### src/rtl/rrc_pulse_shaper_pkg.sv
// Shared 16-QAM transmit constants and the RRC tap table used by the shaper,
// the upsampler and the golden model.
package rrc_pulse_shaper_pkg;

   localparam int NTAPS         = 33;
   localparam int IW            = 4;
   localparam int CW            = 10;
   localparam int OW            = 12;
   localparam int SPS           = 11;
   localparam int OUT_SHIFT_DEF = 2;

   localparam int TREE_LVLS = $clog2(NTAPS);
   localparam int AW        = IW + CW + TREE_LVLS;
   localparam int LATENCY   = TREE_LVLS + 3;

   typedef logic signed [CW-1:0] coef_t;

   // Symmetric taps, center (index 16) at full scale.
   localparam coef_t RRC_COEF [NTAPS] = '{
      -10'sd20, -10'sd28, -10'sd32, -10'sd30, -10'sd22, -10'sd8,
       10'sd12,  10'sd38,  10'sd70,  10'sd108, 10'sd150, 10'sd196,
       10'sd264, 10'sd330, 10'sd400, 10'sd460, 10'sd511,
       10'sd460, 10'sd400, 10'sd330, 10'sd264, 10'sd196, 10'sd150,
       10'sd108, 10'sd70,  10'sd38,  10'sd12, -10'sd8,  -10'sd22,
      -10'sd30, -10'sd32, -10'sd28, -10'sd20
   };

   // Number of live nodes at a given adder-tree level (level 0 = products).
   function automatic int tree_cnt(input int lv);
      return (NTAPS + (1 << lv) - 1) >> lv;
   endfunction

endpackage

### src/rtl/rrc_fir_channel.sv
// One pipelined RRC FIR channel: delay line, tap multipliers, registered
// pairwise adder tree, round-half-up shift and output saturation.
module rrc_fir_channel
   import rrc_pulse_shaper_pkg::*;
#(
   parameter int OUT_SHIFT = OUT_SHIFT_DEF
) (
   input  logic                 clk,
   input  logic                 reset,
   input  logic signed [IW-1:0] i_sample,
   output logic signed [OW-1:0] o_shaped
);

   localparam int PW   = IW + CW;
   localparam int RW   = AW + 1;
   localparam int RND  = (1 << OUT_SHIFT) >> 1;
   localparam int HALF = (NTAPS + 1) / 2;
   localparam logic signed [RW-1:0] SAT_HI = RW'((1 << (OW - 1)) - 1);
   localparam logic signed [RW-1:0] SAT_LO = RW'(-(1 << (OW - 1)));

   logic signed [IW-1:0] r_dl   [NTAPS];
   logic signed [PW-1:0] w_prod [NTAPS];
   // Extra column keeps the odd-pass-through index in range on every level.
   logic signed [AW-1:0] r_tree [TREE_LVLS+1][NTAPS+1];
   logic signed [RW-1:0] w_rnd;
   logic signed [RW-1:0] r_rnd;
   logic signed [OW-1:0] w_sat;
   logic signed [OW-1:0] r_out;

   always_ff @(posedge clk or posedge reset) begin
      if (reset) begin
         for (int k = 0; k < NTAPS; k++) r_dl[k] <= '0;
      end else begin
         r_dl[0] <= i_sample;
         for (int k = 1; k < NTAPS; k++) r_dl[k] <= r_dl[k-1];
      end
   end

   always_comb begin
      for (int k = 0; k < NTAPS; k++) w_prod[k] = PW'(r_dl[k]) * PW'(RRC_COEF[k]);
   end

   always_ff @(posedge clk or posedge reset) begin
      if (reset) begin
         for (int lv = 0; lv <= TREE_LVLS; lv++)
            for (int j = 0; j <= NTAPS; j++) r_tree[lv][j] <= '0;
      end else begin
         for (int j = 0; j < NTAPS; j++) r_tree[0][j] <= AW'(w_prod[j]);
         for (int lv = 1; lv <= TREE_LVLS; lv++) begin
            for (int j = 0; j < HALF; j++) begin
               if (j < tree_cnt(lv)) begin
                  if (2*j + 1 < tree_cnt(lv - 1))
                     r_tree[lv][j] <= r_tree[lv-1][2*j] + r_tree[lv-1][2*j+1];
                  else
                     r_tree[lv][j] <= r_tree[lv-1][2*j];
               end
            end
         end
      end
   end

   assign w_rnd = (RW'(r_tree[TREE_LVLS][0]) + RW'(RND)) >>> OUT_SHIFT;

   always_comb begin
      w_sat = r_rnd[OW-1:0];
      if (r_rnd > SAT_HI)      w_sat = SAT_HI[OW-1:0];
      else if (r_rnd < SAT_LO) w_sat = SAT_LO[OW-1:0];
   end

   always_ff @(posedge clk or posedge reset) begin
      if (reset) begin
         r_rnd <= '0;
         r_out <= '0;
      end else begin
         r_rnd <= w_rnd;
         r_out <= w_sat;
      end
   end

   assign o_shaped = r_out;

endmodule

### src/rtl/rrc_pulse_shaper.sv
// Dual-channel (I/Q) RRC pulse shaper: two identical FIR channels plus the
// pipeline fill counter that qualifies the outputs.
module rrc_pulse_shaper
   import rrc_pulse_shaper_pkg::*;
#(
   parameter int OUT_SHIFT = OUT_SHIFT_DEF
) (
   input  logic                 clk,
   input  logic                 reset,
   input  logic signed [IW-1:0] iup,
   input  logic signed [IW-1:0] qup,
   output logic signed [OW-1:0] i_shaped,
   output logic signed [OW-1:0] q_shaped,
   output logic                 out_valid
);

   localparam int CNTW = $clog2(LATENCY + 1);

   logic [CNTW-1:0] r_fill;

   always_ff @(posedge clk or posedge reset) begin
      if (reset)                               r_fill <= '0;
      else if (r_fill != CNTW'(LATENCY))       r_fill <= r_fill + 1'b1;
   end

   assign out_valid = (r_fill == CNTW'(LATENCY));

   rrc_fir_channel #(.OUT_SHIFT(OUT_SHIFT)) u_i_ch (
      .clk      (clk),
      .reset    (reset),
      .i_sample (iup),
      .o_shaped (i_shaped)
   );

   rrc_fir_channel #(.OUT_SHIFT(OUT_SHIFT)) u_q_ch (
      .clk      (clk),
      .reset    (reset),
      .i_sample (qup),
      .o_shaped (q_shaped)
   );

endmodule
### config.mk
export PLATFORM = sky130hd
export DESIGN_NAME = rrc_pulse_shaper
export DESIGN_NICKNAME = d
export VERILOG_FILES = /design/src/rtl/rrc_pulse_shaper_pkg.sv /design/src/rtl/rrc_fir_channel.sv /design/src/rtl/rrc_pulse_shaper.sv
export SDC_FILE = /design/constraint.sdc
export NUM_CORES = 2
export LEC_CHECK = 0
export CAP_MARGIN = 20
export CORE_MARGIN = 2
export CORE_UTILIZATION = 65
export CTS_BUF_LIST = sky130_fd_sc_hd__clkbuf_8
export CTS_CLUSTER_SIZE = 8
export DETAILED_ROUTE_END_ITERATION = 8
export PLACE_DENSITY = 0.81
export SLEW_MARGIN = 10
export SYNTH_ARGS = -nofsm -noshare
export SYNTH_HDL_FRONTEND = slang
export SYNTH_HIERARCHICAL = 1
export SYNTH_SLANG_ARGS = --single-unit
### constraint.sdc
create_clock -name clk -period 33.9 [get_ports clk]
set_input_delay 3.39 -clock clk [delete_from_list [all_inputs] [get_ports clk]]
set_output_delay 3.39 -clock clk [all_outputs]
set_load 0.02 [all_outputs]
==> flow_summary.ini <==
[clock_network]
cts.repair.resized = 0
cts_tree = done
ctsHoldBuffers = 0
clock-sinks = 1850
path_clk_slew_ns = 0.06
cts_buffers = 318
root_buffer = clkbuf_8
insertion_delay_ns = 1.00
cts_setup_buffers = 0
htreeDepth = 5
clockBufferDepth = 4

[logic_synthesis]
syn_area_per_cell_um2 = 11.7
synth-xor-area-share = 0.0804
ys_seq_area_frac = 0.470
ys_warn_count = 6
synth_top_family_by_area = adder cells
synth_area_leaders = dfrtp_1, ha_1, xnor2_1
synth-edff-count = 0
synthAdderAreaFrac = 0.236
syn_inst = 8403
synthMuxAreaShare = 0.00223
synth_ff_type = dfrtp_1
synthMostInstantiatedCell = dfrtp_1
async_reset_ff_frac = 1.00
synth-simple-area-share = 0.0683
syn_nets = 10100
synth_compound_area_frac = 0.111
netlist_area_um2 = 98400
synth-seq-cells = 1850
synth_largest_area_cell = dfrtp_1
netlist.area_leader.share = 0.470
ys_types = 84
synthTopCellsByCount = dfrtp_1, ha_1, inv_1, xnor2_1, a21oi_1

[cells_and_area]
drive_above_1_share = 0.0566
post-route-util = 0.715
design_area_um2 = 107000
fillers = 9942
area.growth.synth_to_final_pct = 9.15
nNetsFinal = 10500

[timing]
hold_violations = 0
setup_ws_ns = 26.89
setup_viol = 0
finClkSkew_ns = 0.0588
fmax_mhz = 143
max-slew-margin-rel = 0.346
rsz0062_at_grt = false
tightest_slew_ns = 0.981
fin_crit_sh = 0.207
post-route-min-period_ns = 7.01
final.setup.tns_ns = 0
finalMaxSlewViolations = 0

[placement]
portBuffers = 34
dpl_worst_slack_ns = 25.65
place_hpwl_um = 133000
gp_congestion = 0.848
dpl_cell_area_um2 = 101000

[global_route]
grt_max_degree = 183
grt_usage = 0.244
antenna_found_initial = 3
grt_pass1_vias = 64600
grt_overflow = 0
grt_pass1_wl_um = 308000

[flow_run]
max_cap_viol_count = 0

[die]
dieArea_um2 = 155000
fp-row-count = 142
initial_core_util = 0.655
fp.dieH_um = 393
core-area_um2 = 150000
ioPinCount = 35
die_width_um = 393

[worst_setup_path]
cp-start-kind = primary input
crit_arrival_ns = 7.99
crit_path_end_kind = asynchronous set/reset pin
crit_path_max_fanout = 169
cp_data_required_time_ns = 34.88
crit_type = primary input to asynchronous set/reset pin

[routing]
firstDrtPassIters = 5
drc_errors = 0
vias = 61400
wl_um = 180000
final_antenna_net_count = 0
wire_per_inst_um = 16.4
via_per_inst = 5.60
first_iter_violations = 3516

[power_and_ir_drop]
powerDensity_nw_per_um2 = 94.5
ir_drop_mv = 0.0440
power_leakage_uw = 0.0532
power_uw = 10100

[run_status]
outcome = complete, no violations

[hold_path]
min_path_type = flip-flop to flip-flop
-- layer usage --
layer,vias up,global-route usage,part of all wire
li1,29700,-,-
met1,30200,0.328,0.45
met2,1111,0.410,0.49
met3,311,0.0386,0.040
met4,0,0.0699,0.022
met5,-,0,0
-- flip-flops by register name, indices dropped and copies added (netlist names) --
signal and cells:
r_fill 4, u_i_ch/o_shaped 12, u_i_ch/r_dl 117, u_i_ch/r_rnd 19, u_i_ch/r_tree 775, u_q_ch/o_shaped 12
u_q_ch/r_dl 117, u_q_ch/r_rnd 19, u_q_ch/r_tree 775
-- final cells by class --
cell class,count,area (um2),area share
diodes,1,2.50,0.0000233
clock buffers,398,5480,0.0510
flip-flops and latches,1850,46300,0.431
repair buffers,58,586,0.00545
well taps,2016,2520,0.0235
clock inverters,107,480,0.00447
multi-input cells,5708,48900,0.456
inverters,825,3110,0.0290
-- critical path, cell delays in order --
cell and delay [ns]:
clkdlybuf4s50_1 0.62, inv_8 0.50, buf_12 0.67, buf_4 0.83
buf_4 0.80, buf_4 0.85
-- stage by stage --
stage	instances	hold slack [ns]
finish	11000	0.328
global route	11000	0.339
CTS	11000	0.329
detailed placement	10500	0.335
global placement	10500	0.335
floorplan	8403	0.331
-- layout by cell type (no fill, tap or decap), types with 131 or more instances in the layout --
| cell type | synthesis | routed |
|---|---|---|
| dfrtp_1 | 1850 | 1850 |
| ha_1 | 1532 | 1532 |
| inv_1 | 825 | 901 |
| xnor2_1 | 646 | 646 |
| a21oi_1 | 499 | 499 |
| clkbuf_8 | 0 | 398 |
| nor2_1 | 353 | 353 |
| nand2_1 | 307 | 307 |
| a21o_1 | 260 | 260 |
| xor2_1 | 257 | 257 |
| o21ai_0 | 234 | 234 |
| fa_1 | 202 | 202 |
| nor2b_1 | 159 | 159 |
| nor3_1 | 131 | 131 |
-- cell families (layout without fill, tap and decap cells) --
group | after synthesis | in the layout
flip-flops | 1850 | 1850
adder cells (fa/ha/maj) | 1734 | 1734
AO/OA/AOI/OAI | 1685 | 1685
AND/OR/NAND/NOR | 1365 | 1365
XOR/XNOR | 903 | 903
buffers and inverters | 845 | 1388
multiplexers | 21 | 21
other | 0 | 1
-- final timing paths --
| kind | start | end | slack [ns] | cells after the start |
|---|---|---|---|---|
| worst min register to register | u_i_ch/r_tree[3781] | u_i_ch/r_tree[3241] | 0.33 | 0 |
| worst min-delay path | u_i_ch/r_tree[3781] | u_i_ch/r_tree[3241] | 0.33 | 0 |
| min in group asynchronous | reset | r_fill[1] | 2.93 | 2 |
| worst max-delay path | reset | u_q_ch/r_dl[2] | 26.89 | 6 |
| max in group clk | r_fill[1] | out_valid | 28.09 | 5 |
| worst max register to register | u_i_ch/r_dl[80] | u_i_ch/r_tree[3972] | 30.77 | 10 |
-- where the power goes --
group / leakage [uW] / internal [uW] / total (uW) / switching (uW)
Combinational: 0.0282 / 2170 / 4870 / 2690
Clock: 0.00339 / 1050 / 1890 / 842
Sequential: 0.0217 / 3000 / 3390 / 387
Note: power is estimated with default switching activity, not from simulation.
